## src/rtl/aclk_keyreg.sv

```systemverilog
// Keypad entry stage for the alarm clock: gathers four BCD digits into an
// HH:MM buffer, validates it, and issues a one-cycle alarm/current-time load strobe.
//
// state | meaning
// IDLE  | no digits entered, buffer shows last committed/cleared value
// ENTRY | 1-3 digits entered
// FULL  | 4 or more digits entered, buffer holds the last four
module aclk_keyreg #(
  parameter int TIMEOUT_SEC = 10
) (
  input  logic       clk,
  input  logic       reset,
  input  logic       key_valid,
  input  logic [3:0] key,
  input  logic       one_second,
  output logic [3:0] key_buffer_ms_hr,
  output logic [3:0] key_buffer_ls_hr,
  output logic [3:0] key_buffer_ms_min,
  output logic [3:0] key_buffer_ls_min,
  output logic       load_new_a,
  output logic       load_new_c,
  output logic       show_new_time,
  output logic       entry_error,
  output logic       entry_timeout
);

  typedef enum logic [1:0] {
    IDLE  = 2'd0,
    ENTRY = 2'd1,
    FULL  = 2'd2
  } state_t;

  localparam logic [3:0] KEY_ALARM = 4'd10;
  localparam logic [3:0] KEY_TIME  = 4'd11;
  localparam logic [3:0] KEY_CLEAR = 4'd12;
  localparam logic [7:0] TMO_LAST  = 8'(TIMEOUT_SEC - 1);

  state_t     state, state_n;
  logic [2:0] cnt, cnt_n;
  logic [7:0] tmr, tmr_n;
  logic [3:0] ms_hr_n, ls_hr_n, ms_min_n, ls_min_n;
  logic       load_a_n, load_c_n, error_n, timeout_n;
  logic       buf_valid;

  always_comb begin
    buf_valid = ((key_buffer_ms_hr < 4'd2 && key_buffer_ls_hr <= 4'd9) ||
                 (key_buffer_ms_hr == 4'd2 && key_buffer_ls_hr <= 4'd3)) &&
                (key_buffer_ms_min <= 4'd5) && (key_buffer_ls_min <= 4'd9);
  end

  always_comb begin
    state_n   = state;
    cnt_n     = cnt;
    tmr_n     = tmr;
    ms_hr_n   = key_buffer_ms_hr;
    ls_hr_n   = key_buffer_ls_hr;
    ms_min_n  = key_buffer_ms_min;
    ls_min_n  = key_buffer_ls_min;
    load_a_n  = 1'b0;
    load_c_n  = 1'b0;
    error_n   = 1'b0;
    timeout_n = 1'b0;

    // Keys 13-15 fall through to the tick branch as if no key was pressed.
    if (key_valid && key <= KEY_CLEAR) begin
      tmr_n = 8'd0;
      if (key <= 4'd9) begin
        if (state == IDLE) begin
          ms_hr_n  = 4'd0;
          ls_hr_n  = 4'd0;
          ms_min_n = 4'd0;
          ls_min_n = key;
          cnt_n    = 3'd1;
          state_n  = ENTRY;
        end else begin
          ms_hr_n  = key_buffer_ls_hr;
          ls_hr_n  = key_buffer_ms_min;
          ms_min_n = key_buffer_ls_min;
          ls_min_n = key;
          if (cnt >= 3'd3) begin
            cnt_n   = 3'd4;
            state_n = FULL;
          end else begin
            cnt_n = cnt + 3'd1;
          end
        end
      end else if (key == KEY_ALARM || key == KEY_TIME) begin
        state_n = IDLE;
        cnt_n   = 3'd0;
        if (state == FULL && buf_valid) begin
          load_a_n = (key == KEY_ALARM);
          load_c_n = (key == KEY_TIME);
        end else begin
          error_n  = 1'b1;
          ms_hr_n  = 4'd0;
          ls_hr_n  = 4'd0;
          ms_min_n = 4'd0;
          ls_min_n = 4'd0;
        end
      end else begin
        state_n  = IDLE;
        cnt_n    = 3'd0;
        ms_hr_n  = 4'd0;
        ls_hr_n  = 4'd0;
        ms_min_n = 4'd0;
        ls_min_n = 4'd0;
      end
    end else if (one_second && state != IDLE) begin
      if (tmr == TMO_LAST) begin
        timeout_n = 1'b1;
        state_n   = IDLE;
        cnt_n     = 3'd0;
        tmr_n     = 8'd0;
        ms_hr_n   = 4'd0;
        ls_hr_n   = 4'd0;
        ms_min_n  = 4'd0;
        ls_min_n  = 4'd0;
      end else begin
        tmr_n = tmr + 8'd1;
      end
    end
  end

  always_ff @(posedge clk) begin
    if (reset) begin
      state             <= IDLE;
      cnt               <= 3'd0;
      tmr               <= 8'd0;
      key_buffer_ms_hr  <= 4'd0;
      key_buffer_ls_hr  <= 4'd0;
      key_buffer_ms_min <= 4'd0;
      key_buffer_ls_min <= 4'd0;
      load_new_a        <= 1'b0;
      load_new_c        <= 1'b0;
      show_new_time     <= 1'b0;
      entry_error       <= 1'b0;
      entry_timeout     <= 1'b0;
    end else begin
      state             <= state_n;
      cnt               <= cnt_n;
      tmr               <= tmr_n;
      key_buffer_ms_hr  <= ms_hr_n;
      key_buffer_ls_hr  <= ls_hr_n;
      key_buffer_ms_min <= ms_min_n;
      key_buffer_ls_min <= ls_min_n;
      load_new_a        <= load_a_n;
      load_new_c        <= load_c_n;
      show_new_time     <= (state_n != IDLE);
      entry_error       <= error_n;
      entry_timeout     <= timeout_n;
    end
  end

endmodule
```

## config.mk

```make
export PLATFORM = sky130hd
export DESIGN_NAME = aclk_keyreg
export DESIGN_NICKNAME = d
export VERILOG_FILES = /design/src/rtl/aclk_keyreg.sv
export SDC_FILE = /design/constraint.sdc
export NUM_CORES = 1
export LEC_CHECK = 0
export BUFFER_PORTS_ARGS = -buffer_cell sky130_fd_sc_hd__buf_2
export CAP_MARGIN = 20
export CORE_ASPECT_RATIO = 2
export CORE_MARGIN = 1.5
export CORE_UTILIZATION = 40
export DETAILED_ROUTE_END_ITERATION = 8
export GPL_TIMING_DRIVEN = 0
export RECOVER_POWER = 25
export SETUP_SLACK_MARGIN = 0.2
export SLEW_MARGIN = 5
export SYNTH_ARGS = -nofsm -noshare
export SYNTH_HDL_FRONTEND = slang
export SYNTH_SLANG_ARGS = --single-unit
```

## constraint.sdc

```tcl
create_clock -name clk -period 1.9 [get_ports clk]
set_clock_uncertainty 0.1 [all_clocks]
set_input_delay 0.285 -clock clk [delete_from_list [all_inputs] [get_ports clk]]
set_output_delay 0.285 -clock clk [all_outputs]
set_load 0.01 [all_outputs]
```

==> metrics.cfg <==
[global_routing]
grt_overflow_total=0
grtUsageTotal_pct=20.4
grt_max_degree=11
grt_antenna_before_repair=0
grt_pass1_wl_um=5980
grt_pass1_vias=1284

[critical_path]
worstPathCellList=inv_2, ha_4, and4bb_2, a32oi_2, a31oi_4, buf_6, o32ai_1
worstSetupEndpoint=key_buffer_ms_hr[1]
crit_cells=7
delay_heaviest_family_cp=compound AO/OA/AOI/OAI gates
reg2reg_to=key_buffer_ms_hr[1]
critical_path_required_ns=2.00
slowest_delay_ns=0.36
worstSetupPathType=reg2reg
number_of_buffer_and_inverter_instances_along_the_worst_setup_path=2
arrival_ns=1.80
reg2reg_setup_slack_ns=0.20
worstRegToRegCells=7
critical_path.max_fanout=5
critical_path.reg2reg.startpoint=tmr[1]
worst_path_max_delay_cell=sky130_fd_sc_hd__dfxtp_2
cp-start-kind=flop
cp-startpoint=tmr[1]
cp-end-kind=flop

[clock_tree]
cts_buffers=5
numClockSinks=34
cts_tree=yes
clock_tree.htree_level_count=2
clock_tree.buffer_depth=2
path_clk_slew_ns=0.07
post_cts_hold_buffer_count=0
worstSkewPairLatency_ns=0.28
cts.root.buffer_cell=sky130_fd_sc_hd__clkbuf_8

[synthesis]
synth_enable_flop_cells=0
number_of_distinct_standard_cells_referenced_by_the_synthesized_netlist=40
yosysWarnings=0
post_synth.cell_area_avg_um2=9.49
postSynthNetCount=167
postSynthRegisterBits=34
synth_cells=155
synth_ff_type=sky130_fd_sc_hd__dfxtp_1
async_reset_ff_share_pct=0
yosysSeqAreaShare_pct=46.3
mappedNetlistArea_um2=1470

[status]
status=completed

[finish]
leading_cell_type_in_the_layout_fill_and_taps_excluded=sky130_fd_sc_hd__dfxtp_1
fin_util_pct=53.9
nets=209
mostFrequentLayoutCells=29 x sky130_fd_sc_hd__dfxtp_1, 17 x sky130_fd_sc_hd__buf_2, 16 x sky130_fd_sc_hd__clkbuf_1, 14 x sky130_fd_sc_hd__nor2_1, 13 x sky130_fd_sc_hd__nand2b_1
drive_gt1_share_pct=28.3
antenna-diode-count=0
synthToLayoutAreaGrowth_pct=30.7
layout.cell_area.non_filler_um2=1920

[power_and_ir_drop]
p_switching_uw=343
cellLeakagePower_nw=0.675
part_of_the_power_in_registers_pct=51.9
clock_power_share_pct=38.0
max_ir_drop_vdd_v=0.000701
pwr-share-comb_pct=10.2
p_int_mw=1.08
power.density_nw_per_um2=739
switching_share_pct=24.2
report.power.total_mw=1.42

[hold_path]
hold_path.class=in2reg

[routing]
num_vias=1300
drc=0
dr.pass1.iters=4
postRouteAntennaNets=0
post_drt_wl_per_cell_um=15.3
wirelength_um=3780
via_to_cell_ratio=5.26
drtIter0Drc=19

[placement]
placed_cell_area_um2=1670
gp_routability_congestion=0.851
post-dp-hpwl_um=2790
place.port_buffers=28

[timing]
final.min_clock_period_ns=1.70
finalSetupViolCount=0
slew_headroom_pct=62.6
transition_at_the_pin_with_the_smallest_max_transition_slack_ns=0.561
finalCritPeriodShare_pct=89.6
hold_viol_final=0
setup-tns-final_ns=0
rsz0062_at_grt=true
highest_clock_rate_ghz=0.587
timing_max_transition_violations_final=0
whs_ns=0.130

[floorplan]
dieHeight_um=88.8
rows=31
design.die.area_um2=4070
ioPinCount=29
start_util_pct=41.2
coreArea_um2=3570
die_x_um=45.9

[job]
drv.max_cap_violation_count=0

[power groups by stage]
stage               clock network (mW)  logic, mW  registers, mW
detailed placement                   0      0.115          0.753
finish                           0.540      0.144          0.737
global placement                     0      0.113          0.753
CTS                              0.558      0.121          0.737
floorplan                            0     0.0704          0.754
global route                     0.587      0.156          0.739
[metrics by stage]
step	setup WS, ns	instances
floorplan	0.309	155
global placement	0.0756	232
detailed placement	0.0404	232
CTS	0.184	242
global route	0.116	247
finish	0.198	247
[per-layer routing]
metal | up-vias | part of all wire, % | global-route usage [%]
li1 | 644 | - | -
met1 | 618 | 36 | 21.6
met2 | 32 | 59 | 36.6
met3 | 6 | 3.5 | 3.88
met4 | 0 | 1.8 | 9.35
met5 | - | 0 | 0
[synthesized netlist by cell type (all sizes together), types with 2 or more instances]
master / instances / area [um2]
a21oi: 2 / 10.0
buf: 2 / 16.3
nand2b: 13 / 81.3
inv: 10 / 37.5
clkbuf: 3 / 11.3
dfxtp: 34 / 681
nand2: 9 / 33.8
o211ai: 2 / 15.0
nor3: 4 / 20.0
and2: 2 / 12.5
o21a: 2 / 15.0
xor2: 2 / 17.5
a211oi: 4 / 30.0
xnor2: 5 / 43.8
nor2: 14 / 52.6
ha: 4 / 50.1
o22ai: 8 / 50.1
o21ai: 6 / 30.0
o32ai: 7 / 61.3
nand3: 4 / 20.0
[registers in the layout, summed over array words and instances, names as in the netlist]
signal / cells
entry_error: 1
state: 2
tmr: 8
key_buffer_ls_min: 4
load_new_c: 1
entry_timeout: 1
load_new_a: 1
cnt: 3
key_buffer_ms_hr: 4
key_buffer_ms_min: 4
key_buffer_ls_hr: 4
show_new_time: 1
[cells by family (layout without fill, tap and decap cells)]
| family | count (synthesis) | after routing | share of synthesized area (%) |
|---|---|---|---|
| flip-flops | 34 | 34 | 46.3 |
| XOR/XNOR | 7 | 7 | 4.17 |
| buffers and inverters | 15 | 58 | 4.42 |
| AO/OA/AOI/OAI | 42 | 42 | 21.9 |
| adder cells (fa/ha/maj) | 4 | 4 | 3.40 |
| AND/OR/NAND/NOR | 53 | 53 | 19.8 |
[worst min path at each step]
stage,endpoint,from,cells past startpoint
after detailed placement,cnt[1],cnt[1],1
after floorplan,load_new_a,key[0],1
after global placement,cnt[1],cnt[1],1
final,load_new_a,key[0],2
after CTS,load_new_a,key[0],2
after global routing,load_new_a,key[0],2
[timing repair]
action	4_1_cts	5_1_grt
cloned	0	1
setup endpoints to repair	18	21
pin swaps	2	8
resized for setup	4	27
buffers inserted	2	4
[area by class of cell]
| cell class | instances | area [um2] |
|---|---|---|
| Clock inverter | 1 | 5.00 |
| Fill cell | 365 | 1650 |
| Timing Repair Buffer | 35 | 188 |
| Tap cell | 49 | 61.3 |
| Clock buffer | 7 | 86.3 |
| Multi-Input combinational cell | 106 | 827 |
| Inverter | 10 | 37.5 |
| Buffer | 5 | 28.8 |
| Sequential cell | 34 | 689 |
Note: power is estimated with default switching activity, not from simulation.
